==> config.mk <==
export PLATFORM = sky130hd
export DESIGN_NAME = cdb_arbiter_flat
export DESIGN_NICKNAME = d
export VERILOG_FILES = /design/src/rtl/cdb_pkg.sv /design/src/rtl/cdb_arbiter_if.sv /design/src/rtl/rr_arbiter.sv /design/src/rtl/cdb_arbiter.sv /design/src/flat_wrapper.sv
export SDC_FILE = /design/constraint.sdc
export NUM_CORES = 1
export LEC_CHECK = 0
export CAP_MARGIN = 40
export CORE_ASPECT_RATIO = 1.75
export CORE_MARGIN = 5
export CORE_UTILIZATION = 41
export DETAILED_ROUTE_END_ITERATION = 8
export GPL_TIMING_DRIVEN = 0
export PLACE_DENSITY_LB_ADDON = 0.12
export SETUP_SLACK_MARGIN = 0.2
export SLEW_MARGIN = 0
export SYNTH_ARGS = -nofsm -noshare
export SYNTH_HDL_FRONTEND = slang
export SYNTH_SLANG_ARGS = --single-unit
==> constraint.sdc <==
create_clock -name clk -period 6.2 [get_ports clk]
set_input_delay 1.24 -clock clk [delete_from_list [all_inputs] [get_ports clk]]
set_output_delay 1.24 -clock clk [all_outputs]
set_load 0.01 [all_outputs]
==> src/rtl/cdb_pkg.sv <==
// cdb_pkg: shared common-data-bus widths, the empty-tag value and the broadcast record
package cdb_pkg;
  localparam int LABEL_W = 4;
  localparam int DATA_W = 32;
  localparam int NO_LABEL = 0;
  typedef struct packed {
    logic en;
    logic [LABEL_W-1:0] label;
    logic [DATA_W-1:0] data;
  } cdb_bc_t;
endpackage

==> src/rtl/cdb_arbiter_if.sv <==
// cdb_arbiter_if: functional-unit result requests in, CDB broadcast and grants out
interface cdb_arbiter_if #(
  parameter int NREQ = 4,
  parameter int LABEL_W = cdb_pkg::LABEL_W,
  parameter int DATA_W = cdb_pkg::DATA_W
);
  logic [NREQ-1:0] req;
  logic [NREQ*LABEL_W-1:0] reqLabel;
  logic [NREQ*DATA_W-1:0] reqData;
  logic [NREQ-1:0] ack;
  logic BCEN;
  logic [LABEL_W-1:0] BClabel;
  logic [DATA_W-1:0] BCdata;
  logic labelErr;
  logic [15:0] bcCount;
  modport master (output req, reqLabel, reqData, input ack, BCEN, BClabel, BCdata, labelErr, bcCount);
  modport slave (input req, reqLabel, reqData, output ack, BCEN, BClabel, BCdata, labelErr, bcCount);
endinterface

==> src/rtl/rr_arbiter.sv <==
// rr_arbiter: combinational round-robin picker starting one past the last grant
module rr_arbiter #(
  parameter int N = 4,
  localparam int PW = $clog2(N)
) (
  input  logic [N-1:0]  req,
  input  logic [PW-1:0] ptr,
  output logic [N-1:0]  gnt,
  output logic          valid,
  output logic [PW-1:0] idx
);
  // Modulo keeps the wrapped index inside 0..N-1 even when N is not a power of two
  function automatic logic [PW-1:0] wrap(input logic [PW-1:0] p, input int k);
    return PW'((int'(p) + k) % N);
  endfunction
  // Scan from farthest to nearest so the candidate closest after ptr is written last and wins
  always_comb begin
    idx = '0;
    for (int k = N; k >= 1; k--) if (req[wrap(ptr, k)]) idx = wrap(ptr, k);
    valid = |req;
    gnt = valid ? N'(1) << idx : '0;
  end
endmodule

==> src/rtl/cdb_arbiter.sv <==
// cdb_arbiter: round-robin CDB arbiter with registered broadcast and label-0 drop flag
module cdb_arbiter
  import cdb_pkg::*;
#(
  parameter int NREQ = 4,
  parameter int LABEL_W = cdb_pkg::LABEL_W,
  parameter int DATA_W = cdb_pkg::DATA_W
) (
  input logic clk,
  input logic RST,
  cdb_arbiter_if.slave bus
);
  localparam int PW = $clog2(NREQ);
  typedef struct packed {
    logic en;
    logic [LABEL_W-1:0] label;
    logic [DATA_W-1:0] data;
  } bc_t;
  logic [PW-1:0] rr_ptr, win_idx;
  logic [NREQ-1:0] gnt;
  logic win_vld, hit, drop, label_err;
  logic [LABEL_W-1:0] win_label;
  logic [DATA_W-1:0] win_data;
  logic [15:0] bc_count;
  bc_t bc;
  rr_arbiter #(.N(NREQ)) u_rr (
    .req(bus.req),
    .ptr(rr_ptr),
    .gnt(gnt),
    .valid(win_vld),
    .idx(win_idx)
  );
  assign win_label = bus.reqLabel[win_idx*LABEL_W +: LABEL_W];
  assign win_data = bus.reqData[win_idx*DATA_W +: DATA_W];
  assign hit = win_vld && win_label != LABEL_W'(NO_LABEL);
  assign drop = win_vld && win_label == LABEL_W'(NO_LABEL);
  assign bus.ack = RST ? '0 : gnt;
  assign bus.BCEN = bc.en;
  assign bus.BClabel = bc.label;
  assign bus.BCdata = bc.data;
  assign bus.labelErr = label_err;
  assign bus.bcCount = bc_count;
  // Register the winner's broadcast; label 0 is acked but never reaches the bus
  always_ff @(posedge clk or posedge RST) begin
    if (RST) begin
      bc <= '0;
      label_err <= 1'b0;
      bc_count <= '0;
      rr_ptr <= PW'(NREQ - 1);
    end else begin
      bc.en <= hit;
      if (win_vld) rr_ptr <= win_idx;
      if (hit) begin
        bc.label <= win_label;
        bc.data <= win_data;
        bc_count <= bc_count + 16'd1;
      end
      if (drop) label_err <= 1'b1;
    end
  end
endmodule

==> src/flat_wrapper.sv <==
// flat-port wrapper written by rule: the top's interface ports become plain ports
module cdb_arbiter_flat import cdb_pkg::*;
#(
  parameter int NREQ = 4,
  parameter int LABEL_W = cdb_pkg::LABEL_W,
  parameter int DATA_W = cdb_pkg::DATA_W
)
  (clk, RST, bus_req, bus_reqLabel, bus_reqData, bus_ack, bus_BCEN, bus_BClabel, bus_BCdata, bus_labelErr, bus_bcCount);
  cdb_arbiter_if #(.NREQ(NREQ), .LABEL_W(LABEL_W), .DATA_W(DATA_W)) bus_i ();
  input logic clk;
  input logic RST;
  input wire logic [$bits(bus_i.req)-1:0] bus_req;
  input wire logic [$bits(bus_i.reqLabel)-1:0] bus_reqLabel;
  input wire logic [$bits(bus_i.reqData)-1:0] bus_reqData;
  output wire logic [$bits(bus_i.ack)-1:0] bus_ack;
  output wire logic [$bits(bus_i.BCEN)-1:0] bus_BCEN;
  output wire logic [$bits(bus_i.BClabel)-1:0] bus_BClabel;
  output wire logic [$bits(bus_i.BCdata)-1:0] bus_BCdata;
  output wire logic [$bits(bus_i.labelErr)-1:0] bus_labelErr;
  output wire logic [$bits(bus_i.bcCount)-1:0] bus_bcCount;
  assign bus_i.req = bus_req;
  assign bus_i.reqLabel = bus_reqLabel;
  assign bus_i.reqData = bus_reqData;
  assign bus_ack = bus_i.ack;
  assign bus_BCEN = bus_i.BCEN;
  assign bus_BClabel = bus_i.BClabel;
  assign bus_BCdata = bus_i.BCdata;
  assign bus_labelErr = bus_i.labelErr;
  assign bus_bcCount = bus_i.bcCount;
  cdb_arbiter #(.NREQ(NREQ), .LABEL_W(LABEL_W), .DATA_W(DATA_W)) u_core (.clk(clk), .RST(RST), .bus(bus_i));
endmodule
Word-level counts from Yosys, hierarchy flattened
Index checks and enable logic that the tools add are counted.

Flip-flop bits (word level): 56. Word-level logic and storage cells: 37.

Reduce and logical (&&, ||, !) cells: 5. Shift operators: 3. Multiplexer cells: 14. Order comparisons: 4. Add/subtract/negate cells: 5.

Operators with widths (number): variable part select 128 x 8 -> 32 bit (1); adder 16 x 1 -> 16 bit (second input constant) (1); variable part select 16 x 5 -> 4 bit (1); < comparator 2 x 3 -> 1 bit (second input constant) (4); binary-select mux 1 bit (select 2 bit) (4); 2-to-1 mux 2 bit (4); 2-to-1 mux 4 bit (2); adder 2 x 1 -> 2 bit (second input constant) (2); adder 2 bit (second input constant) (2); logical NOT 4 bit (1); 2-to-1 mux 1 bit (4); nonzero test 4 bit (1); OR reduction 4 bit (1); << shifter 1 x 2 -> 4 bit (first input constant) (1); logical AND 1 bit (2).

Logic depth before layout (Yosys ltp)
Gate-level depths: netlist of the first run.

Depth in word-level cells: 10. Gate-level depth with buffers: 9.

By module
Synthesis of the first run repeated with hierarchy kept, for this count alone.

Cell total of the unflattened synthesis: 239. Area total of the unflattened synthesis: 3482.1 µm².

By module, submodules not included: cdb_arbiter (cells an instance 205, area each 3238.1 µm², times used 1); rr_arbiter (cells an instance 34, area each 244.0 µm², times used 1).

Worst setup path before layout of the first run
OpenSTA, ideal clock, no wires.

Path type: input-to-output. Start: in bus_req[2]. End: out bus_ack[1]. Setup slack: 2.246 ns. Buffers on the path: 3. Data arrival time: 2.714 ns. Stages on the path: 7. Cells stage by stage: nand2b_1 a21boi_0 o221a_2 buf_2 clkbuf_1 clkbuf_1 nor4_1.

Word-level cells in the longest chain between the ends: 9.

Ends and longest elaborated chain: start, declared (line flat_wrapper.sv:12) `input wire logic [$bits(bus_i.req)-1:0] bus_req;`; binary-select mux 1 bit (select 2 bit) (line rr_arbiter.sv:19) `for (int k = N; k >= 1; k--) if (req[wrap(ptr, k)]) idx = wrap(ptr, k);`; 2-to-1 mux 1 bit (implied by the code) (line rr_arbiter.sv:19); 2-to-1 mux 2 bit (4 in series) (line rr_arbiter.sv:19); << shifter 1 x 2 -> 4 bit (line rr_arbiter.sv:21) `gnt = valid ? N'(1) << idx : '0;`; 2-to-1 mux 4 bit (*) (line rr_arbiter.sv:21); 2-to-1 mux 4 bit (*) (line cdb_arbiter.sv:37) `assign bus.ack = RST ? '0 : gnt;`; end, declared (line flat_wrapper.sv:15) `output wire logic [$bits(bus_i.ack)-1:0] bus_ack;`.

Mark *: on every way between the ends. The rest lies on a longest branch, timed or not. The select of a mux whose other input is x is not followed.

Worst setup path after layout of the first run
Start: in bus_req[2]. End: out bus_ack[0].

The elaborated chain is that of the path after synthesis.

==> summary.txt, run 1 <==
Outcome
  • Status: finished, final reports clean

STA
  • # setup viols final: 0
  • Max Clock Freq: 0.1833 GHz
  • Setup TNS: 0 ps
  • Layout Skew: 5.291 ps
  • PnR worst setup slack: 743.8 ps
  • Least-Margin Pin Slew: 581.7 ps
  • RSZ-0062 raised after global routing: false
  • Max_slew headroom: 61.16%
  • Slew Limit Fails: 0
  • Final hold vios: 0
  • Period utilisation layout: 88.00%
  • Min Tclk post-route: 5456 ps

Synthesis
  • Syn Inst Count: 372
  • Syn Nets: 523
  • Yosys warns: 0
  • Main flop type after synthesis: dfrtp_1
  • Sequential fraction of the synthesis area: 40.79%
  • FFs w/ async S/R, synth: 100.0%
  • Yosys top cell area share: 39.26%
  • Post-synthesis register bit count: 56
  • Number of synthesized flops with an enable pin: 0
  • Area leader, netlist: dfrtp_1
  • Synth area leaders: dfrtp_1, mux2_1, nand2_1
  • Post-Syn Area per Cell: 9.253 um2
  • Cell area after synthesis: 3442 um2
  • Count of cell types in the netlist: 39

Clock tree
  • Cts repair resizes: 0
  • TritonCTS clock tree: built
  • CTS buffer count: 5
  • Worst skew pair latency: 300 ps
  • CTS max path bufs: 2
  • H-tree Lvls: 2
  • Number of clock sinks: 56
  • # Post-CTS Setup Buffers: 0
  • Clock-pin slew on the worst setup and hold paths: 80 ps
  • Cts hold-fix bufs: 0
  • Root buffer cell: clkbuf_16

Pwr
  • Total leakage power: 2.391 nW
  • PwrDens: 301.5 nW/um2
  • Peak VDD IR: 225.1 uV

Placement
  • Post-DP HPWL: 10.31 mm
  • IO buf count: 207
  • GPL Wtd Cong: 0.8545
  • Dpl ws: 849.3 ps

Global routing
  • Gr busiest metal: met2
  • Grt met3 use: 5.822%
  • Grt met2 use: 44.14%
  • Largest net degree at the start of global routing: 34
  • Gr usage total: 24.66%
  • First-pass GRT wire length: 20.29 mm
  • GR Overflow Total: 0
  • Vias in the first global route: 3803
  • Initial antenna violation count: 0
  • Met1 Resource Use GR: 28.28%

Critical path
  • Max incr delay on CP: 530 ps
  • Max Fanout on Critical Path: 10
  • CP Cell Sequence: clkdlybuf4s50_1 -> nand2b_1 -> a21boi_0 -> o221a_2 -> buf_2 -> clkbuf_1 -> clkbuf_1 -> and3_1 -> clkdlybuf4s50_1
  • Critical path endpoint category: output pin
  • Slowest cell on crit path: clkdlybuf4s50_1
  • CP Data Required Time: 4960 ps
  • CP Class: input pin to output pin
  • Critical Path Start Type: input pin
  • Worst Path Arrival: 4220 ps

Hold path
  • HP Class: flip-flop to flip-flop

Flow run
  • Max Cap Viol: 0

Detailed routing
  • Drt initial violations: 120
  • DR WL/cell: 18.86 um
  • Remaining DRCs: 0
  • Drt total wl: 12.82 mm
  • Drt via density: 5.397
  • First-pass DRT Iterations: 4
  • Post-DRT Antenna Nets: 0
  • Vias: 3670

Floorplanning
  • Initial core utilization: 41.68%
  • Die width: 79.26 um
  • Die H: 131.2 um
  • DIE AREA: 10400 um2
  • IO Pins: 208
  • Std cell rows: 44
  • CORE AREA: 8258 um2

Layout
  • Syn-to-layout area delta: 68.41%
  • # fillers: 682
  • # nets final: 738
  • Share of layout cells above drive strength 1: 4.252%
  • # diodes: 0
-- Yosys cell counts (5+ instances only) --
cell type and number:
a211oi_1 32, a31oi_1 32, and2_1 32, buf_1 6, clkbuf_1 16, dfrtp_1 54
inv_1 5, mux2_1 32, mux2i_1 12, nand2_1 78, nor2_1 7, nor3_1 6
xor2_1 13
-- kinds of logic (layout without fill, tap and decap cells) --
family / Yosys count / in the layout / synth area share [%]
and+or+nand+nor: 146 / 146 / 20.54
AOI/OAI and AO/OA: 74 / 74 / 15.63
DFF: 56 / 56 / 40.79
muxes: 46 / 46 / 14.61
buffers and inverters: 34 / 250 / 4.253
xor gates and xnor gates: 15 / 15 / 3.817
adders and majority gates: 1 / 1 / 0.3634
-- metal layers --
metal,routed length [um],share of wire [%]
met1,4843,38
met2,6738,53
met3,900,7.0
met4,340,2.7
met5,0,0
-- flip-flops by register name (all words and copies together), names as in the netlist --
signal	cells
u_core.rr_ptr	2
u_core.bus.BClabel	4
u_core.bus.BCEN	1
u_core.bus.labelErr	1
u_core.bus.bcCount	16
u_core.bus.BCdata	32
-- path summary, 6_finish.rpt --
path | start | cells after the start | endpoint | slack (ps)
setup / recovery | bus_req[2] | 9 | bus_ack[0] | 740
hold / removal | u_core.bus.labelErr | 1 | u_core.bus.labelErr | 480
setup reg to reg | u_core.rr_ptr[1] | 8 | u_core.bus.BCdata[8] | 3140
hold reg to reg | u_core.bus.labelErr | 1 | u_core.bus.labelErr | 480
max in group asynchronous | RST | 3 | u_core.rr_ptr[0] | 4140
min in group asynchronous | RST | 2 | u_core.bus.BCdata[12] | 1420
-- per-stage QoR --
| step | total power, W | util [%] | instance area [um2] | hold slack [ps] | cells |
|---|---|---|---|---|---|
| 2_1_floorplan | 0.0009927 | - | 3442 | 471.7 | 372 |
| 3_3_place_gp | 0.001450 | 68.17 | 5629 | 445.8 | 671 |
| 3_5_place_dp | 0.001469 | 68.41 | 5649 | 447.5 | 672 |
| 4_1_cts | 0.001769 | 70.20 | 5797 | 470.0 | 680 |
| 5_1_grt | 0.001861 | 70.20 | 5797 | 507.4 | 680 |
| 6_report | 0.001748 | 70.20 | 5797 | 476.3 | 680 |
-- cell usage in the layout (no fill, tap or decap), types with 5 or more instances in the layout --
| cell type | n |
|---|---|
| clkdlybuf4s50_1 | 207 |
| mux2_1 | 32 |
| mux2i_1 | 12 |
| clkbuf_16 | 5 |
| nand2_1 | 78 |
| nor2_1 | 7 |
| dfrtp_1 | 54 |
| a31oi_1 | 32 |
| xor2_1 | 13 |
| clkbuf_1 | 16 |
| buf_1 | 6 |
| a211oi_1 | 32 |
| nor3_1 | 6 |
| and2_1 | 32 |
-- critical path: cells and delay by family --
kind / cells / cell delay (ps)
buffers and inverters: 5 / 2100
AO/OA/AOI/OAI: 2 / 490
AND/OR/NAND/NOR: 2 / 370
-- final cells by class --
type	instances	area, um2	area share (%)
buffer	29	127.6	2.202
sequential	56	1404	24.22
timing repair buffer	208	2092	36.09
clock inverter	3	22.52	0.3885
inverter	5	18.77	0.3238
multi-input combinational	282	1892	32.64
tap	92	115.1	1.986
clock buffer	5	125.1	2.158
-- where the power goes --
| part | switching (W) | leakage [nW] | total (W) | internal [W] |
|---|---|---|---|---|
| sequential | 0.0000857 | 0.660 | 0.000577 | 0.000491 |
| clock | 0.000138 | 0.0742 | 0.000289 | 0.000152 |
| combinational | 0.000403 | 1.66 | 0.000881 | 0.000478 |
| total | 0.000627 | 2.39 | 0.00175 | 0.00112 |
(Power assumes the default switching activity.)
==> run 2: changes to the inputs <==
--- a/config.mk
+++ b/config.mk
@@ -13,7 +13,7 @@
 export GPL_TIMING_DRIVEN = 0
 export PLACE_DENSITY_LB_ADDON = 0.12
 export SETUP_SLACK_MARGIN = 0.2
-export SLEW_MARGIN = 0
+export SLEW_MARGIN = 30
 export SYNTH_ARGS = -nofsm -noshare
 export SYNTH_HDL_FRONTEND = slang
 export SYNTH_SLANG_ARGS = --single-unit
==> summary.txt, run 2 (synthesis results as in run 1) <==
Clock tree
  • CTS buffer count: 5 (unchanged)
  • TritonCTS clock tree: built (unchanged)
  • Number of clock sinks: 56 (unchanged)
  • Cts repair resizes: 0 (unchanged)
  • CTS max path bufs: 2 (unchanged)
  • # Post-CTS Setup Buffers: 0 (unchanged)
  • H-tree Lvls: 2 (unchanged)
  • Root buffer cell: clkbuf_16 (unchanged)
  • Worst skew pair latency: 300 ps (about the same)
  • Clock-pin slew on the worst setup and hold paths: 80 ps (about the same)
  • Cts hold-fix bufs: 0 (unchanged)

Layout
  • Commonest non-fill, non-tap cell in the layout: clkdlybuf4s50_1 (unchanged)
  • Final Util: 70.23% (was 70.20%)
  • Syn-to-layout area delta: 68.48% (was 68.41%)
  • Fin area: 5799 um2 (was 5797 um2)
  • # diodes: 0 (unchanged)
  • # nets final: 738 (unchanged)
  • Share of layout cells above drive strength 1: 4.252% (unchanged)
  • Max FFs per register: 32 (unchanged)
  • Most frequent cells in the layout: clkdlybuf4s50_1, nand2_1, dfrtp_1 (unchanged)

Critical path
  • Max Fanout on Critical Path: 10 (unchanged)
  • CP Data Required Time: 4960 ps (about the same)
  • Worst Path Arrival: 4110 ps (was 4220 ps)
  • CP Class: input pin to output pin (unchanged)
  • Critical Path Start Type: input pin (unchanged)
  • Critical path endpoint category: output pin (unchanged)

Detailed routing
  • Drt via density: 5.443 (was 5.397)
  • First-pass DRT Iterations: 6 (was 4)
  • Remaining DRCs: 0 (unchanged)
  • Vias: 3701 (was 3670)
  • DR WL/cell: 18.95 um (was 18.86 um)
  • Drt initial violations: 197 (was 120)
  • Drt total wl: 12.89 mm (was 12.82 mm)
  • Post-DRT Antenna Nets: 0 (unchanged)

Pwr
  • Total leakage power: 2.391 nW (about the same)
  • Combinational Power Share: 50.2% (was 50.4%)
  • NetSw: 0.0006306 W (was 0.0006265 W)
  • PwrDens: 302.0 nW/um2 (was 301.5 nW/um2)
  • Clock power frac: 16.7% (was 16.6%)
  • Internal Power: 0.001121 W (about the same)
  • Peak VDD IR: 198.6 uV (was 225.1 uV)
  • Sw Ratio: 36.01% (was 35.85%)
  • Final Total Pwr: 0.001752 W (was 0.001748 W)
  • Flop pwr share: 33.1% (was 33.0%)

Global routing
  • GR Overflow Total: 0 (unchanged)
  • Gr usage total: 25.33% (was 24.66%)
  • First-pass GRT wire length: 20.72 mm (was 20.29 mm)
  • Vias in the first global route: 3836 (was 3803)
  • Largest net degree at the start of global routing: 34 (unchanged)
  • Initial antenna violation count: 0 (unchanged)

Outcome
  • Status: finished, final reports clean (unchanged)

Floorplanning
  • Die H: 131.2 um (unchanged)
  • CORE AREA: 8258 um2 (unchanged)
  • Initial core utilization: 41.68% (unchanged)
  • IO Pins: 208 (unchanged)
  • Die width: 79.26 um (unchanged)
  • Std cell rows: 44 (unchanged)
  • DIE AREA: 10400 um2 (unchanged)

STA
  • PnR worst setup slack: 850.5 ps (was 743.8 ps)
  • Layout Skew: 2.671 ps (was 5.291 ps)
  • # setup viols final: 0 (unchanged)
  • Max_slew headroom: 61.09% (was 61.16%)
  • Max Clock Freq: 0.1869 GHz (was 0.1833 GHz)
  • Final hold vios: 0 (unchanged)
  • Slew Limit Fails: 0 (unchanged)
  • Setup TNS: 0 ps (unchanged)
  • Period utilisation layout: 86.28% (was 88.00%)
  • Least-Margin Pin Slew: 583.6 ps (was 581.7 ps)
  • RSZ-0062 raised after global routing: false (unchanged)
  • Min Tclk post-route: 5349 ps (was 5456 ps)

Placement
  • Dpl ws: 830.0 ps (was 849.3 ps)
  • Post-DP HPWL: 10.30 mm (was 10.31 mm)
  • GPL Wtd Cong: 0.8545 (unchanged)
  • IO buf count: 207 (unchanged)
  • Cell Area, Placed: 5652 um2 (was 5649 um2)

Flow run
  • Max Cap Viol: 0 (unchanged)

Hold path
  • HP Class: flip-flop to flip-flop (unchanged)
run 2: changes by cell type in the layout (fill, tap and decap cells not counted):
| cell | change |
|---|---|
| inv_2 | -1 |
| inv_4 | +1 |
run 2: path summary, 6_finish.rpt:
check,startpoint,end,slack (ps),cells after the start
worst max-delay path,bus_req[1],bus_ack[2],850,9
worst min-delay path,u_core.bus.labelErr,u_core.bus.labelErr,470,1
min in group asynchronous,RST,u_core.bus.bcCount[13],1380,2
worst max register to register,u_core.rr_ptr[1],u_core.bus.BCdata[8],3130,8
max in group asynchronous,RST,u_core.rr_ptr[0],4280,3
worst min register to register,u_core.bus.labelErr,u_core.bus.labelErr,470,1
run 2: power by group through the flow:
stage,combinational (W),sequential [W],clock [W]
detailed placement,0.000887,0.000583,0
floorplan,0.000362,0.000630,0
global placement,0.000873,0.000578,0
CTS,0.000891,0.000579,0.000299
finish,0.000880,0.000579,0.000293
global route,0.000956,0.000598,0.000313
run 2: layer usage:
metal  up-vias  share of wire [%]  global-route usage (%)  wire length (um)
li1       1751                  -                       -                 -
met1      1782                 37                   28.23              4767
met2       146                 54                   45.73              6897
met3        22                6.9                   6.301               889
met4         0                2.6                   8.795               331
met5         -                  0                       0                 0
run 2: final cells by class:
class / count / area (um2)
Buffer: 29 / 127.6
Clock buffer: 5 / 125.1
Clock inverter: 3 / 22.52
Fill cell: 673 / 2459
Inverter: 5 / 21.27
Multi-Input combinational cell: 282 / 1892
Sequential cell: 56 / 1404
Tap cell: 92 / 115.1
Timing Repair Buffer: 208 / 2092
run 2: worst max-delay path, cell delays in order:
cell             delay, ps
clkdlybuf4s50_1        470
mux2_2                 290
nand2_1                 80
o221a_2                170
buf_2                  260
clkbuf_1               420
clkbuf_1               410
and3_1                 220
clkdlybuf4s50_1        540
run 2: stage by stage:
step,std cells,hold slack [ps]
6_report,680,468.7
2_1_floorplan,372,471.7
5_1_grt,680,507.7
3_5_place_dp,672,447.5
3_3_place_gp,671,445.8
4_1_cts,680,469.8
